<file path="config.mk">
export PLATFORM = sky130hd
export DESIGN_NAME = decode_event_fifo_flat
export DESIGN_NICKNAME = d
export VERILOG_FILES = /design/src/rtl/decode_event_fifo_pkg.sv /design/src/rtl/decode_event_fifo_if.sv /design/src/rtl/decode_event_fifo_sync_fifo_fwft.sv /design/src/rtl/decode_event_fifo.sv /design/src/flat_wrapper.sv
export SDC_FILE = /design/constraint.sdc
export NUM_CORES = 1
export LEC_CHECK = 0
export CAP_MARGIN = 10
export CORE_ASPECT_RATIO = 0.75
export CORE_UTILIZATION = 50
export CTS_CLUSTER_SIZE = 16
export DETAILED_ROUTE_END_ITERATION = 16
export HOLD_SLACK_MARGIN = 0.05
export PLACE_DENSITY_LB_ADDON = 0.05
export SLEW_MARGIN = 20
export SYNTH_ARGS = -nofsm -noshare
export SYNTH_HDL_FRONTEND = slang
export SYNTH_SLANG_ARGS = --single-unit
</file>
<file path="constraint.sdc">
create_clock -name clk -period 3.6 [get_ports clk]
set_input_delay 1.08 -clock clk [delete_from_list [all_inputs] [get_ports clk]]
set_output_delay 1.08 -clock clk [all_outputs]
set_load 0.03 [all_outputs]
</file>
<file path="src/rtl/decode_event_fifo_pkg.sv">
// Shared types and sizing for the decode event FIFO.
// Code width must track the upstream priority decoder.
package decode_event_fifo_pkg;

    localparam int CODE_W = 2;
    localparam int DEPTH  = 4;
    localparam int PTR_W  = $clog2(DEPTH);
    localparam int LVL_W  = PTR_W + 1;

    typedef logic [CODE_W-1:0] code_t;
    typedef logic [PTR_W-1:0]  ptr_t;
    typedef logic [LVL_W-1:0]  lvl_t;

    // DEPTH is a power of two, so a plain increment wraps modulo DEPTH.
    function automatic ptr_t ptr_inc(input ptr_t p);
        return p + ptr_t'(1);
    endfunction

endpackage

</file>
<file path="src/rtl/decode_event_fifo_if.sv">
// Consumer-side valid/ready handshake carrying one decoded event code.
interface decode_event_fifo_if;
    import decode_event_fifo_pkg::*;

    code_t out_code;
    logic  out_valid;
    logic  out_ready;

    // The FIFO drives code/valid and observes ready.
    modport master (output out_code, output out_valid, input out_ready);
    // The consumer observes code/valid and drives ready.
    modport slave  (input out_code, input out_valid, output out_ready);

endinterface

</file>
<file path="src/rtl/decode_event_fifo_sync_fifo_fwft.sv">
// First-word-fall-through synchronous FIFO: storage, wrapping pointers,
// a separate occupancy counter, and registered full/empty/valid flags.
module sync_fifo_fwft
    import decode_event_fifo_pkg::*;
(
    input  logic  clk,
    input  logic  rst,
    input  logic  wr_en,
    input  code_t wr_data,
    input  logic  rd_en,
    output code_t rd_data,
    output logic  valid,
    output lvl_t  level,
    output logic  full,
    output logic  empty
);

    code_t mem_q [DEPTH];
    code_t mem_d [DEPTH];
    ptr_t  wr_ptr_q, wr_ptr_d;
    ptr_t  rd_ptr_q, rd_ptr_d;
    lvl_t  level_q, level_d;
    logic  full_q, full_d;
    logic  empty_q, empty_d;
    logic  valid_q, valid_d;
    logic  do_rd;
    logic  do_wr;

    // Next-state: a pop frees a slot in the same cycle, so a write to a full FIFO succeeds alongside it.
    always_comb begin
        // NOTE: every signal gets a default before any branch so no latch is inferred.
        mem_d    = mem_q;
        wr_ptr_d = wr_ptr_q;
        rd_ptr_d = rd_ptr_q;
        level_d  = level_q;
        do_rd    = rd_en & ~empty_q;
        do_wr    = wr_en & (~full_q | do_rd);

        if (do_wr) begin
            mem_d[wr_ptr_q] = wr_data;
            wr_ptr_d        = ptr_inc(wr_ptr_q);
        end
        if (do_rd) begin
            rd_ptr_d = ptr_inc(rd_ptr_q);
        end

        case ({do_wr, do_rd})
            2'b10:   level_d = level_q + lvl_t'(1);
            2'b01:   level_d = level_q - lvl_t'(1);
            default: level_d = level_q;
        endcase

        full_d  = (level_d == lvl_t'(DEPTH));
        empty_d = (level_d == '0);
        valid_d = ~empty_d;
    end

    // State registers; reset flushes every entry in one edge.
    always_ff @(posedge clk) begin
        if (rst) begin
            // NOTE: storage is reset too, because the head code must read 0 out of reset and the array is tiny.
            mem_q    <= '{default: '0};
            wr_ptr_q <= '0;
            rd_ptr_q <= '0;
            level_q  <= '0;
            full_q   <= 1'b0;
            empty_q  <= 1'b1;
            valid_q  <= 1'b0;
        end else begin
            // NOTE: non-blocking assignments so every flop samples pre-edge values.
            mem_q    <= mem_d;
            wr_ptr_q <= wr_ptr_d;
            rd_ptr_q <= rd_ptr_d;
            level_q  <= level_d;
            full_q   <= full_d;
            empty_q  <= empty_d;
            valid_q  <= valid_d;
        end
    end

    assign rd_data = mem_q[rd_ptr_q];
    assign valid   = valid_q;
    assign level   = level_q;
    assign full    = full_q;
    assign empty   = empty_q;

endmodule

</file>
<file path="src/rtl/decode_event_fifo.sv">
// Converts level outputs of the priority decoder into discrete queued events,
// with sticky overflow and a saturating drop counter.
module decode_event_fifo
    import decode_event_fifo_pkg::*;
#(
    parameter int CNT_W = 8
) (
    input  logic                 clk,
    input  logic                 rst,
    input  code_t                decode_in,
    input  logic                 legal_in,
    decode_event_fifo_if.master  out_if,
    output lvl_t                 level,
    output logic                 full,
    output logic                 empty,
    output logic                 overflow,
    input  logic                 clr_ovf,
    output logic [CNT_W-1:0]     drop_cnt
);

    localparam logic [CNT_W-1:0] CNT_MAX = '1;

    logic             last_legal_q, last_legal_d;
    code_t            last_code_q,  last_code_d;
    logic             ovf_q, ovf_d;
    logic [CNT_W-1:0] drop_cnt_q, drop_cnt_d;
    logic             evt;
    logic             pop;
    logic             drop;
    logic             fifo_valid;
    logic             fifo_full;
    code_t            fifo_code;

    sync_fifo_fwft u_fifo (
        .clk     (clk),
        .rst     (rst),
        .wr_en   (evt),
        .wr_data (decode_in),
        .rd_en   (pop),
        .rd_data (fifo_code),
        .valid   (fifo_valid),
        .level   (level),
        .full    (fifo_full),
        .empty   (empty)
    );

    // Change detection and overflow bookkeeping; a clear in the same cycle as a drop wins.
    always_comb begin
        evt  = legal_in & (~last_legal_q | (decode_in != last_code_q));
        pop  = fifo_valid & out_if.out_ready;
        drop = evt & fifo_full & ~pop;

        last_legal_d = legal_in;
        last_code_d  = decode_in;
        ovf_d        = ovf_q;
        drop_cnt_d   = drop_cnt_q;

        if (clr_ovf) begin
            ovf_d      = 1'b0;
            drop_cnt_d = '0;
        end else if (drop) begin
            ovf_d = 1'b1;
            if (drop_cnt_q != CNT_MAX) begin
                drop_cnt_d = drop_cnt_q + CNT_W'(1);
            end
        end
    end

    // Detector history and overflow state registers.
    always_ff @(posedge clk) begin
        if (rst) begin
            last_legal_q <= 1'b0;
            last_code_q  <= '0;
            ovf_q        <= 1'b0;
            drop_cnt_q   <= '0;
        end else begin
            last_legal_q <= last_legal_d;
            last_code_q  <= last_code_d;
            ovf_q        <= ovf_d;
            drop_cnt_q   <= drop_cnt_d;
        end
    end

    assign out_if.out_code  = fifo_code;
    assign out_if.out_valid = fifo_valid;
    assign full             = fifo_full;
    assign overflow         = ovf_q;
    assign drop_cnt         = drop_cnt_q;

endmodule

</file>
<file path="src/flat_wrapper.sv">
// flat-port wrapper written by rule: the top's interface ports become plain ports
module decode_event_fifo_flat import decode_event_fifo_pkg::*;
#(
    parameter int CNT_W = 8
)
  (clk, rst, decode_in, legal_in, level, full, empty, overflow, clr_ovf, drop_cnt, out_if_out_code, out_if_out_valid, out_if_out_ready);
  decode_event_fifo_if out_if_i ();
  input  logic clk;
  input  logic rst;
  input  code_t decode_in;
  input  logic legal_in;
  output lvl_t level;
  output logic full;
  output logic empty;
  output logic overflow;
  input  logic clr_ovf;
  output logic [CNT_W-1:0] drop_cnt;
  output wire logic [$bits(out_if_i.out_code)-1:0] out_if_out_code;
  output wire logic [$bits(out_if_i.out_valid)-1:0] out_if_out_valid;
  input wire logic [$bits(out_if_i.out_ready)-1:0] out_if_out_ready;
  assign out_if_out_code = out_if_i.out_code;
  assign out_if_out_valid = out_if_i.out_valid;
  assign out_if_i.out_ready = out_if_out_ready;
  decode_event_fifo #(.CNT_W(CNT_W)) u_core (.clk(clk), .rst(rst), .decode_in(decode_in), .legal_in(legal_in), .out_if(out_if_i), .level(level), .full(full), .empty(empty), .overflow(overflow), .clr_ovf(clr_ovf), .drop_cnt(drop_cnt));
endmodule
</file>
After elaboration in Yosys (flattened, before gate mapping)
Cells that the tools add are included.
{ "op_classes": {"n_eq_ne": 5, "n_mux": 7, "add_sub_neg": 5, "bitwise_logic": 15, "magnitude_cmp": 3, "reduce_logical": 4} }
{ "ops": {"columns": ["operator", "count"], "rows": [
  ["adder 8 x 1 -> 8 bit, second input constant", 1],
  ["bitwise mux 8 bit", 1],
  ["!= test 8 bit, second input constant", 1],
  ["bitwise AND 1 bit", 6],
  ["greater-or-equal comparator 3 bit, second input constant", 2],
  ["2-to-1 mux 2 bit", 3],
  ["inverter 2 -> 3 bit", 2],
  ["one-hot mux 3 bit (2 select lines)", 1],
  ["inverter 1 bit", 5],
  ["adder 2 x 1 -> 2 bit, second input constant", 2],
  ["binary-select mux 2 bit (select 2 bit)", 1],
  ["demux 2 bit (select 2 bit)", 1],
  ["adder 3 x 1 -> 3 bit, second input constant", 1],
  ["equality test 3 bit, second input constant", 1],
  ["zero test 3 bit", 1],
  ["< comparator 3 x 1 -> 1 bit, second input constant", 1],
  ["subtractor 3 x 1 -> 3 bit, second input constant", 1],
  ["equality test 2 x 1 -> 1 bit, second input constant", 1],
  ["equality test 2 bit, second input constant", 1],
  ["!= test 2 bit", 1],
  ["bitwise OR 1 bit", 2],
  ["AND reduction 2 bit", 1],
  ["OR reduction 2 bit", 1],
  ["logical AND 1 bit", 1]
]} }
{ "word_totals": {"wordCells": 53, "in_bits": 7, "output_inout_bits": 17, "ff_bits": 30} }

Logic depth before layout (Yosys ltp)
Gate-level depths: netlist of run 1.
{ "logic_depth": {"ltp_word": 8, "depth_mapped": 9, "depth_no_buf": 9} }

Hierarchy
From an unflattened synthesis of run 1, not the netlist that was laid out.
{ "unflattened": {"hier_cells": 145, "area_unflattened_um2": 1401.3} }
{ "modules_own_cells": {"columns": ["mod", "instances", "seq_area_each_um2", "area_each_um2", "cells_each"], "rows": [
  ["sync_fifo_fwft", 1, 360.3, 848.3, 86],
  ["decode_event_fifo", 1, 240.2, 553.0, 59]
]} }

Worst setup path after synthesis of run 1
No wires, ideal clock.
{ "synth_timing": {"path_kind": "in2reg", "start": "input port decode_in[0]", "end": "register u_core.u_fifo.empty_q, in the netlist u_core.u_fifo.empty", "stages": 9, "setup_time_ps": 117, "t_required_ps": 3483, "t_arrival_ps": 3019, "n_path_buf": 0, "path_slack_ps": 464, "path_cell_list": "xnor2_1 > a32oi_1 > nand2_1 > ha_1 > fa_1 > xnor2_1 > or3_1 > a31oi_1 > inv_1"} }
{ "synth_via": {"elab_chain_len": 7, "word_cells_on_any_way": 8, "classes_between": "3 x eq/ne; 1 x mux; 3 x bitwise; 1 x reduce/logical"} }
{ "synth_lines": {"columns": ["item", "line_no", "rtl"], "rows": [
  ["start, declared", "flat_wrapper.sv:10", "input code_t decode_in;"],
  ["!= test 2 bit (*)", "decode_event_fifo.sv:49", "evt = legal_in & (~last_legal_q | (decode_in != last_code_q));"],
  ["bitwise OR 1 bit (*)", "decode_event_fifo.sv:49", null],
  ["bitwise AND 1 bit (*)", "decode_event_fifo.sv:49", null],
  ["bitwise AND 1 bit (*)", "decode_event_fifo_sync_fifo_fwft.sv:37", "do_wr = wr_en & (~full_q | do_rd);"],
  ["equality test 2 x 1 -> 1 bit / equality test 2 bit (equally long branches)", "decode_event_fifo_sync_fifo_fwft.sv:47", "case ({do_wr, do_rd})"],
  ["one-hot mux 3 bit (2 select lines) (*)", "decode_event_fifo_sync_fifo_fwft.sv:47", null],
  ["zero test 3 bit (*)", "decode_event_fifo_sync_fifo_fwft.sv:54", "empty_d = (level_d == '0);"],
  ["end signal, assigned", "decode_event_fifo_sync_fifo_fwft.sv:76", "empty_q <= empty_d;"],
  ["end, declared", "decode_event_fifo_sync_fifo_fwft.sv:24", "logic empty_q, empty_d;"]
]} }
Mark *: on every way between the ends. The rest lies on a longest branch, timed or not.
A chain may end at the register's enable or synchronous reset.

Worst setup path in the final report of run 1
Same ends and word-level chain as after synthesis.

==> results.sh, run 1 <==
export IMPL_slew_violations=0
export IMPL_drt_first_pass_iters=5
export IMPL_cpMaxStageDelayCell="clkdlybuf4s50_1"
export IMPL_ant_nets=0
export IMPL_clock_latency_ns=0.28
export IMPL_skew_ns=0.002431
export IMPL_fmax_ghz=0.3067
export IMPL_syn_nets=163
export IMPL_core_area_um2=2663
export IMPL_yosysTopAreaCellShare_pct=42.22
export IMPL_dpl_cell_count=207
export IMPL_drv_cap=0
export IMPL_antenna_found_initial=0
export IMPL_ys_flop_type="dfxtp_1"
export IMPL_area_delta_synth_final_pct=25.33
export IMPL_fill_cells=215
export IMPL_cts_tree="done"
export IMPL_cp_start_kind="input port"
export IMPL_final_hold_viol_count=0
export IMPL_slowest_delay_ns=0.50
export IMPL_die_area_um2=3065
export IMPL_rsz0062_at_grt="no"
export IMPL_grt_start_max_net_pins=15
export IMPL_hold_class="flop to flop"
export IMPL_whs_ns=0.4769
export IMPL_crit_path_frequent_cell="xnor2_1"
export IMPL_place_congestion=0.8018
export IMPL_p_comb_share_pct=18.4
export IMPL_swShare_pct=27.72
export IMPL_cts_hold_buf=0
export IMPL_ctsResizeCount=0
export IMPL_final_nets=192
export IMPL_cts_made_buffers=5
export IMPL_synth_yosys_seq_area_share_pct=42.22
export IMPL_period_share_pct=90.57
export IMPL_worstPathArrival_ns=3.44
export IMPL_total_power_uw=760.1
export IMPL_cts_root_buf="clkbuf_8"
export IMPL_vias=1152
export IMPL_cts_path_max_buffers=2
export IMPL_ir_drop_mv=0.2918
export IMPL_cp_required_ns=3.77
export IMPL_rows=16
export IMPL_vias_per_cell=5.383
export IMPL_p_seq_share_pct=48.5
export IMPL_diodes=0
export IMPL_synth_distinct_cells=39
export IMPL_synth_edf_count=0
export IMPL_ios=24
export IMPL_cp_max_fo=4
export IMPL_drtIter0Drc=84
export IMPL_relSlewSlack_pct=66.78
export IMPL_setup_viol_count_final=0
export IMPL_leakage_nw=0.7077
export IMPL_pwr_density_cell_nw_per_um2=426.3
export IMPL_drc=0
export IMPL_grt_pass1_vias=1020
export IMPL_grt_use_total_pct=21.08
export IMPL_syn_area_per_cell_um2=9.548
export IMPL_tns_ns=0
export IMPL_p_int_uw=549.4
export IMPL_crit_path_end_kind="flop"
export IMPL_crit_chain="clkdlybuf4s50_1 -> xnor2_1 -> a32oi_1 -> nand2_1 -> ha_1 -> fa_1 -> xnor2_1 -> or3_1 -> a31oi_1 -> inv_1"
export IMPL_wire_per_inst_um=13.63
export IMPL_ys_ff_latch=30
export IMPL_worst_pin_slew_ns=0.4983
export IMPL_post_cts_buffers=0
export IMPL_clock_sink_count=30
export IMPL_critPathKind="input port to flop"
export IMPL_postSynthCellCount=149
export IMPL_die_x_um=63.59
export IMPL_drive_gt1_share_pct=6.742
export IMPL_final_cell_mix="30 x dfxtp_1, 23 x clkdlybuf4s50_1, 10 x nand3_1, 10 x mux2i_1"
export IMPL_async_reset_ff_share_pct=0
export IMPL_syn_cell_area_um2=1423
export IMPL_grt_overflow_total=0
export IMPL_portBuffers=23
export IMPL_die_h_um=48.20
export IMPL_status="completed"
export IMPL_hpwlAfterDp_mm=2.159
export IMPL_final_common_cell="dfxtp_1"
export IMPL_initial_utilization_pct=53.43
export IMPL_netlist_top_cells_area="dfxtp_1 42%, mux2i_1 7.0%, ha_1 5.3%, nand2b_1 4.0%, nand3_1 3.5%"
export IMPL_dpl_cell_area_um2=1707
export IMPL_cts_clk_slew_worst_paths_ns=0.06
export IMPL_ys_warn_count=0
export IMPL_finalNonFillerCells=214
export IMPL_h_tree_depth=2
export IMPL_fin_crit_ns=3.260
export IMPL_p_sw_uw=210.7
export IMPL_drt_total_wl_mm=2.916
export IMPL_grt_pass1_wl_mm=4.602
export IMPL_post_synth_top_area_cell="dfxtp_1"
export IMPL_clockPowerShare_pct=33.1
export IMPL_stdcell_area_um2=1783
-- flip-flops by register name (all words and copies together), names as in the netlist --
| signal | count |
|---|---|
| u_core.drop_cnt | 8 |
| u_core.u_fifo.mem_q | 8 |
| u_core.u_fifo.level | 3 |
| u_core.last_code_q | 2 |
| u_core.u_fifo.rd_ptr_q | 2 |
| u_core.u_fifo.wr_ptr_q | 2 |
| u_core.last_legal_q | 1 |
| u_core.overflow | 1 |
| u_core.u_fifo.empty | 1 |
| u_core.u_fifo.full | 1 |
| u_core.u_fifo.valid | 1 |
-- synth_stat cells (all sizes together) (2+ instances only) --
cell type,number
ha,6
mux4,2
buf,2
or4,2
xnor2,4
a211oi,2
o21ai,4
nand2,6
and2,3
nor3,2
nor2,9
o31ai,3
or3,3
nand2b,9
nand3,10
and3,3
dfxtp,30
a21oi,6
mux2i,10
inv,9
a31oi,2
and4,2
xor2,2
clkbuf,3
-- through the flow --
| stage | util, % | setup WS [ns] |
|---|---|---|
| 3_5_place_dp | 64.10 | 0.03956 |
| 5_1_grt | 66.96 | 0.1467 |
| 2_1_floorplan | - | 0.4637 |
| 4_1_cts | 66.96 | 0.3398 |
| 6_report | 66.96 | 0.3396 |
| 3_3_place_gp | 64.10 | 0.1092 |
-- power groups by stage --
stage / logic (mW) / registers (mW) / clock network, mW
final: 0.140 / 0.369 / 0.251
after global routing: 0.152 / 0.370 / 0.272
after CTS: 0.140 / 0.369 / 0.259
after detailed placement: 0.139 / 0.376 / 0
after global placement: 0.137 / 0.376 / 0
after floorplan: 0.0693 / 0.393 / 0
-- final timing paths --
| path | startpoint | to | slack, ns | cells past startpoint |
|---|---|---|---|---|
| min | u_core.u_fifo.mem_q[3] | u_core.u_fifo.mem_q[3] | 0.48 | 2 |
| max | decode_in[0] | u_core.u_fifo.empty | 0.34 | 10 |
| min reg2reg | u_core.u_fifo.mem_q[3] | u_core.u_fifo.mem_q[3] | 0.48 | 2 |
| max reg2reg | u_core.last_code_q[0] | u_core.u_fifo.empty | 1.30 | 9 |
-- layer usage --
| layer | GRT usage [%] | share of wire [%] | vias up |
|---|---|---|---|
| li1 | - | - | 592 |
| met1 | 28.96 | 52 | 529 |
| met2 | 29.79 | 42 | 23 |
| met3 | 5.607 | 3.6 | 8 |
| met4 | 13.64 | 2.6 | 0 |
| met5 | 0 | 0 | - |
-- layout make-up --
cell class                 count  area [um2]  share of cell area [%]
clock buffer                   7       76.32                   4.281
inverter                       9       33.78                   1.895
multi-input combinational    105       767.0                   43.02
sequential                    30       600.6                   33.68
tap                           36       45.04                   2.526
timing repair buffer          27       260.3                   14.60
-- cells by family after synthesis --
| kind of cell | Yosys count | share of synthesized area [%] |
|---|---|---|
| buffers and inverters | 14 | 3.870 |
| adders and majority gates | 7 | 6.684 |
| DFF | 30 | 42.22 |
| and+or+nand+nor | 54 | 20.85 |
| xor gates and xnor gates | 6 | 3.694 |
| muxes | 12 | 10.20 |
| AOI/OAI and AO/OA | 26 | 12.49 |
-- worst max-delay path: cells and delay by family --
family / cells / cell delay, ns
and+or+nand+nor: 2 / 0.43
AOI/OAI and AO/OA: 2 / 0.48
xor gates and xnor gates: 2 / 0.29
adders and majority gates: 2 / 0.61
buffers and inverters: 2 / 0.55
Power figures use the tool's default switching activity.
==> run 2: changes to the inputs <==
--- a/config.mk
+++ b/config.mk
@@ -12,6 +12,8 @@
 export DETAILED_ROUTE_END_ITERATION = 16
 export HOLD_SLACK_MARGIN = 0.05
 export PLACE_DENSITY_LB_ADDON = 0.05
+export RECOVER_POWER = 100
+export SKIP_CTS_REPAIR_TIMING = 1
 export SLEW_MARGIN = 20
 export SYNTH_ARGS = -nofsm -noshare
 export SYNTH_HDL_FRONTEND = slang
==> run 2 against run 1 <==
Register-to-register slack is essentially flat. Via count grew 1.0%. Clock skew shrank 0.0012 ns. Sequential share of layout area grew 0.14 points. Sequential cell count is the same. Worst setup slack lost 0.082 ns. Maximum frequency shrank 2.5%. Critical path type unchanged. Highest routed layer unchanged.
==> results.sh, run 2 (synthesized netlist as in run 1, its figures left out) <==
export IMPL_die_area_um2=3065
export IMPL_dpl_cell_area_um2=1707
export IMPL_cp_max_fo=2
export IMPL_regArea_um2=600.6
export IMPL_die_h_um=48.20
export IMPL_grt_use_met3_pct=5.607
export IMPL_area_delta_synth_final_pct=24.80
export IMPL_cts_tree="done"
export IMPL_cp_required_ns=3.83
export IMPL_cpMaxStageDelayCell="dlygate4sd3_1"
export IMPL_h_tree_depth=2
export IMPL_cts_made_buffers=5
export IMPL_hold_class="flop to flop"
export IMPL_tns_ns=0
export IMPL_stdcell_area_um2=1775
export IMPL_drt_total_wl_mm=2.913
export IMPL_slowest_delay_ns=0.56
export IMPL_worstPathArrival_ns=3.57
export IMPL_cts_clk_slew_worst_paths_ns=0.06
export IMPL_ant_nets=0
export IMPL_fmax_ghz=0.2992
export IMPL_worst_pin_slew_ns=0.5101
export IMPL_place_congestion=0.8018
export IMPL_fin_crit_ns=3.342
export IMPL_drive_gt1_share_pct=5.618
export IMPL_vias_per_cell=5.439
export IMPL_final_common_cell="dfxtp_1"
export IMPL_ir_drop_mv=0.2916
export IMPL_ios=24
export IMPL_grt_pass1_vias=1020
export IMPL_slew_violations=0
export IMPL_skew_ns=0.001218
export IMPL_cts_root_buf="clkbuf_8"
export IMPL_pre_cts_ws_ns=0.03956
export IMPL_rsz0062_at_grt="no"
export IMPL_leakage_nw=0.7506
export IMPL_grt_most_used_layer="met2"
export IMPL_dpl_cell_count=207
export IMPL_wire_per_inst_um=13.61
export IMPL_initial_utilization_pct=53.43
export IMPL_drc=0
export IMPL_drt_first_pass_iters=4
export IMPL_status="completed"
export IMPL_hpwlAfterDp_mm=2.159
export IMPL_crit_chain="dlygate4sd3_1 -> xnor2_1 -> a32oi_1 -> nand2_1 -> ha_1 -> fa_1 -> xnor2_1 -> or3_1 -> a21oi_1 -> and2_0"
export IMPL_final_nets=192
export IMPL_drtIter0Drc=74
export IMPL_drv_cap=0
export IMPL_relSlewSlack_pct=65.99
export IMPL_grt_overflow_total=0
export IMPL_crit_path_frequent_cell="xnor2_1"
export IMPL_core_area_um2=2663
export IMPL_use_met1_pct=28.96
export IMPL_final_hold_viol_count=0
export IMPL_diodes=0
export IMPL_final_cell_mix="30 x dfxtp_1, 20 x dlygate4sd3_1, 10 x nand3_1, 10 x mux2i_1"
export IMPL_grt_pass1_wl_mm=4.602
export IMPL_grt_use_met2_pct=29.79
export IMPL_clock_latency_ns=0.28
export IMPL_rows=16
export IMPL_crit_path_end_kind="flop"
export IMPL_cts_path_max_buffers=2
export IMPL_period_share_pct=92.85
export IMPL_grt_start_max_net_pins=15
export IMPL_die_x_um=63.59
export IMPL_cp_top_family="adder cells"
export IMPL_cp_start_kind="input port"
export IMPL_portBuffers=23
export IMPL_setup_ws_ns=0.2575
export IMPL_setup_viol_count_final=0
export IMPL_critPathKind="input port to flop"
export IMPL_pwr_density_cell_nw_per_um2=423.6
export IMPL_fill_cells=219
export IMPL_clock_sink_count=30
export IMPL_antenna_found_initial=0
export IMPL_multi_input_area_um2=767.0
export IMPL_vias=1164
export IMPL_finalNonFillerCells=214
export IMPL_cp_num_buf_inv=1
export IMPL_grt_use_total_pct=21.08
[run 2: cell count changes in the layout (fill, tap and decap cells not counted)]
| cell | previous run | this run |
|---|---|---|
| dlygate4sd3_1 | 0 | 20 |
| clkdlybuf4s50_1 | 23 | 3 |
| buf_4 | 4 | 2 |
| clkbuf_1 | 2 | 4 |
| and2_0 | 0 | 1 |
| and2_1 | 3 | 2 |
[run 2: path summary, 6_finish.rpt]
| path | end | from | slack [ns] | cells after the start |
|---|---|---|---|---|
| max reg2reg | u_core.u_fifo.full | u_core.last_code_q[0] | 1.31 | 9 |
| max | u_core.u_fifo.full | decode_in[1] | 0.26 | 10 |
| min | u_core.overflow | u_core.overflow | 0.48 | 2 |
| min reg2reg | u_core.overflow | u_core.overflow | 0.48 | 2 |
[run 2: stage by stage]
step                      hold WS, ns  utilization [%]  power, mW
after floorplan                0.4493                -     0.4625
after global placement         0.4561            64.10     0.5124
after detailed placement       0.4663            64.10     0.5146
after CTS                      0.4758            66.96     0.7679
after global routing           0.4995            66.68     0.7874
final                          0.4752            66.68     0.7520
[run 2: final cells by class]
cell class | count | share of cell area [%]
well taps | 36 | 2.537
clock buffers | 7 | 4.299
flip-flops and latches | 30 | 33.83
multi-input cells | 105 | 43.20
repair buffers | 27 | 14.24
inverters | 9 | 1.903
[run 2: report_power, final]
group / switching (mW) / internal [mW] / total (mW)
registers: 0.0169 / 0.351 / 0.368
clock network: 0.118 / 0.133 / 0.250
logic: 0.0747 / 0.0589 / 0.134
[run 2: tightest hold or removal path, stage by stage (launching register included)]
cell     delay (ns)
dfxtp_1        0.33
nor2_1         0.05
nor2_1         0.07
[run 2: routing by layer]
layer | wire (um) | up-vias
met1 | 1492 | 534
met2 | 1214 | 29
met5 | 0 | -
li1 | - | 594
met4 | 68 | 0
met3 | 139 | 7
==> run 3: changes to the inputs <==
--- a/config.mk
+++ b/config.mk
@@ -6,7 +6,6 @@
 export NUM_CORES = 1
 export LEC_CHECK = 0
 export CAP_MARGIN = 10
-export CORE_ASPECT_RATIO = 0.75
 export CORE_UTILIZATION = 50
 export CTS_CLUSTER_SIZE = 16
 export DETAILED_ROUTE_END_ITERATION = 16
==> run 3 against run 2 <==
Sequential cell count unchanged. Utilization up 0.52 points. Total power down 6.5%. Critical path type unchanged. Largest power group unchanged.
==> results.sh, run 3 (synthesized netlist as in run 1, its figures left out) <==
export IMPL_grt_most_used_layer="met2"
export IMPL_fill_cells=229
export IMPL_final_hold_viol_count=0
export IMPL_hold_start="u_core.overflow"
export IMPL_grt_pass1_wl_mm=4.692
export IMPL_grt_pass1_vias=1056
export IMPL_rsz0062_at_grt="no"
export IMPL_ant_nets=0
export IMPL_fmax_ghz=0.3013
export IMPL_slowest_delay_ns=0.50
export IMPL_cp_start_kind="input port"
export IMPL_die_h_um=55.34
export IMPL_worst_pin_slew_ns=0.7959
export IMPL_initial_utilization_pct=54.93
export IMPL_cp_required_ns=3.87
export IMPL_whs_endpoint="u_core.overflow"
export IMPL_grt_use_met2_pct=29.60
export IMPL_regToRegEndpoint="u_core.u_fifo.full"
export IMPL_setup_viol_count_final=0
export IMPL_vias=1187
export IMPL_reg2regPathDepth=9
export IMPL_critPathKind="input port to flop"
export IMPL_cts_made_buffers=5
export IMPL_drt_first_pass_iters=4
export IMPL_grt_use_total_pct=19.50
export IMPL_hpwlAfterDp_mm=2.180
export IMPL_cts_clk_slew_worst_paths_ns=0.09
export IMPL_ios=24
export IMPL_clock_latency_ns=0.32
export IMPL_p_comb_share_pct=18.7
export IMPL_p_seq_share_pct=52.3
export IMPL_drv_cap=0
export IMPL_leakage_nw=0.7383
export IMPL_cp_top_family="adder cells"
export IMPL_wire_per_inst_um=13.90
export IMPL_p_int_uw=502.3
export IMPL_skew_ns=0.002731
export IMPL_cts_tree="done"
export IMPL_diodes=0
export IMPL_grt_overflow_total=0
export IMPL_portBuffers=23
export IMPL_drtIter0Drc=21
export IMPL_cts_path_max_buffers=2
export IMPL_final_nets=191
export IMPL_p_sw_uw=200.6
export IMPL_crit_path_end_kind="flop"
export IMPL_clock_sink_count=30
export IMPL_drt_total_wl_mm=2.892
export IMPL_status="completed"
export IMPL_period_share_pct=92.19
export IMPL_cpMaxStageDelayCell="clkdlybuf4s50_1"
export IMPL_tns_ns=0
export IMPL_area_delta_synth_final_pct=22.34
export IMPL_h_tree_depth=2
export IMPL_rows=18
export IMPL_rrSetupSlack_ns=1.19
export IMPL_swShare_pct=28.54
export IMPL_worstHoldPathCells=2
export IMPL_use_met1_pct=25.55
export IMPL_drive_gt1_share_pct=5.056
export IMPL_crit_path_frequent_cell="xnor2_1"
export IMPL_die_area_um2=3063
export IMPL_ir_drop_mv=0.2906
export IMPL_cts_root_buf="clkbuf_4"
export IMPL_drc=0
export IMPL_crit_chain="clkdlybuf4s50_1 -> xnor2_1 -> a32oi_1 -> nand2_1 -> ha_1 -> fa_1 -> xnor2_1 -> or3_1 -> a21oi_1 -> and2_0"
export IMPL_pwr_density_cell_nw_per_um2=403.9
export IMPL_worstReg2RegStart="u_core.last_code_q[0]"
export IMPL_clockPowerShare_pct=29.0
export IMPL_total_power_uw=702.9
export IMPL_cp_max_fo=4
export IMPL_slew_violations=0
export IMPL_antenna_found_initial=0
export IMPL_relSlewSlack_pct=46.94
export IMPL_place_congestion=0.8303
export IMPL_grt_use_met3_pct=7.260
export IMPL_vias_per_cell=5.707
export IMPL_worstPathArrival_ns=3.59
export IMPL_pre_cts_ws_ns=-0.03033
export IMPL_core_area_um2=2590
export IMPL_hold_class="flop to flop"
export IMPL_setup_ws_ns=0.2812
export IMPL_grt_start_max_net_pins=23
export IMPL_cp_num_buf_inv=1
export IMPL_final_common_cell="dfxtp_1"
export IMPL_final_cell_mix="30 x dfxtp_1, 19 x dlygate4sd3_1, 10 x nand3_1, 10 x mux2i_1"
export IMPL_die_x_um=55.34
export IMPL_fin_crit_ns=3.319
export IMPL_utilization_pct=67.20
-- run 3: changes by cell type in the layout (fill, tap and decap cells not counted) --
cell	change
clkbuf_8	-4
clkbuf_4	+5
or2_2	-1
or2_0	+1
clkinv_2	+1
buf_4	-2
dlygate4sd3_1	-1
clkdlybuf4s50_1	+1
-- run 3: layer usage --
layer	vias up	share of wire, %
met5	-	0
met4	0	1.2
met3	5	5.0
met2	34	46
met1	558	48
li1	590	-
-- run 3: area by class of cell --
cell class / instances / area (um2) / share of cell area [%]
multi-input cells: 105 / 767.0 / 44.07
flip-flops and latches: 30 / 600.6 / 34.51
repair buffers: 26 / 241.5 / 13.87
clock buffers: 7 / 55.05 / 3.163
well taps: 30 / 37.54 / 2.157
inverters: 9 / 33.78 / 1.941
clock inverters: 1 / 5.005 / 0.2876
-- run 3: worst max-delay path by stage --
stage / from / endpoint / cells after the start
after CTS: decode_in[0] / u_core.u_fifo.full / 10
final: decode_in[0] / u_core.u_fifo.full / 10
after global routing: decode_in[0] / u_core.u_fifo.full / 10
after global placement: decode_in[0] / u_core.u_fifo.empty / 10
after floorplan: decode_in[0] / u_core.u_fifo.empty / 9
after detailed placement: decode_in[0] / u_core.u_fifo.full / 10
-- run 3: per-stage QoR --
stage	hold WS, ns	std cells	instance area [um2]
2_1_floorplan	0.4493	149	1423
3_3_place_gp	0.4566	200	1692
3_5_place_dp	0.4645	200	1692
4_1_cts	0.4780	208	1752
5_1_grt	0.4960	208	1740
6_report	0.4807	208	1740
-- run 3: worst reg2reg max path, delay by kind of cell (launching register included) --
kind	cells	cell delay [ns]
fa+ha+maj	2	0.63
compound gates	2	0.48
xor+xnor	2	0.34
simple gates	3	0.59
flops	1	0.32
-- run 3: power groups by stage --
stage	combinational (mW)	clock, mW	sequential, mW
floorplan	0.0693	0	0.393
global placement	0.135	0	0.375
detailed placement	0.137	0	0.375
CTS	0.139	0.210	0.368
global route	0.142	0.226	0.370
finish	0.132	0.204	0.367
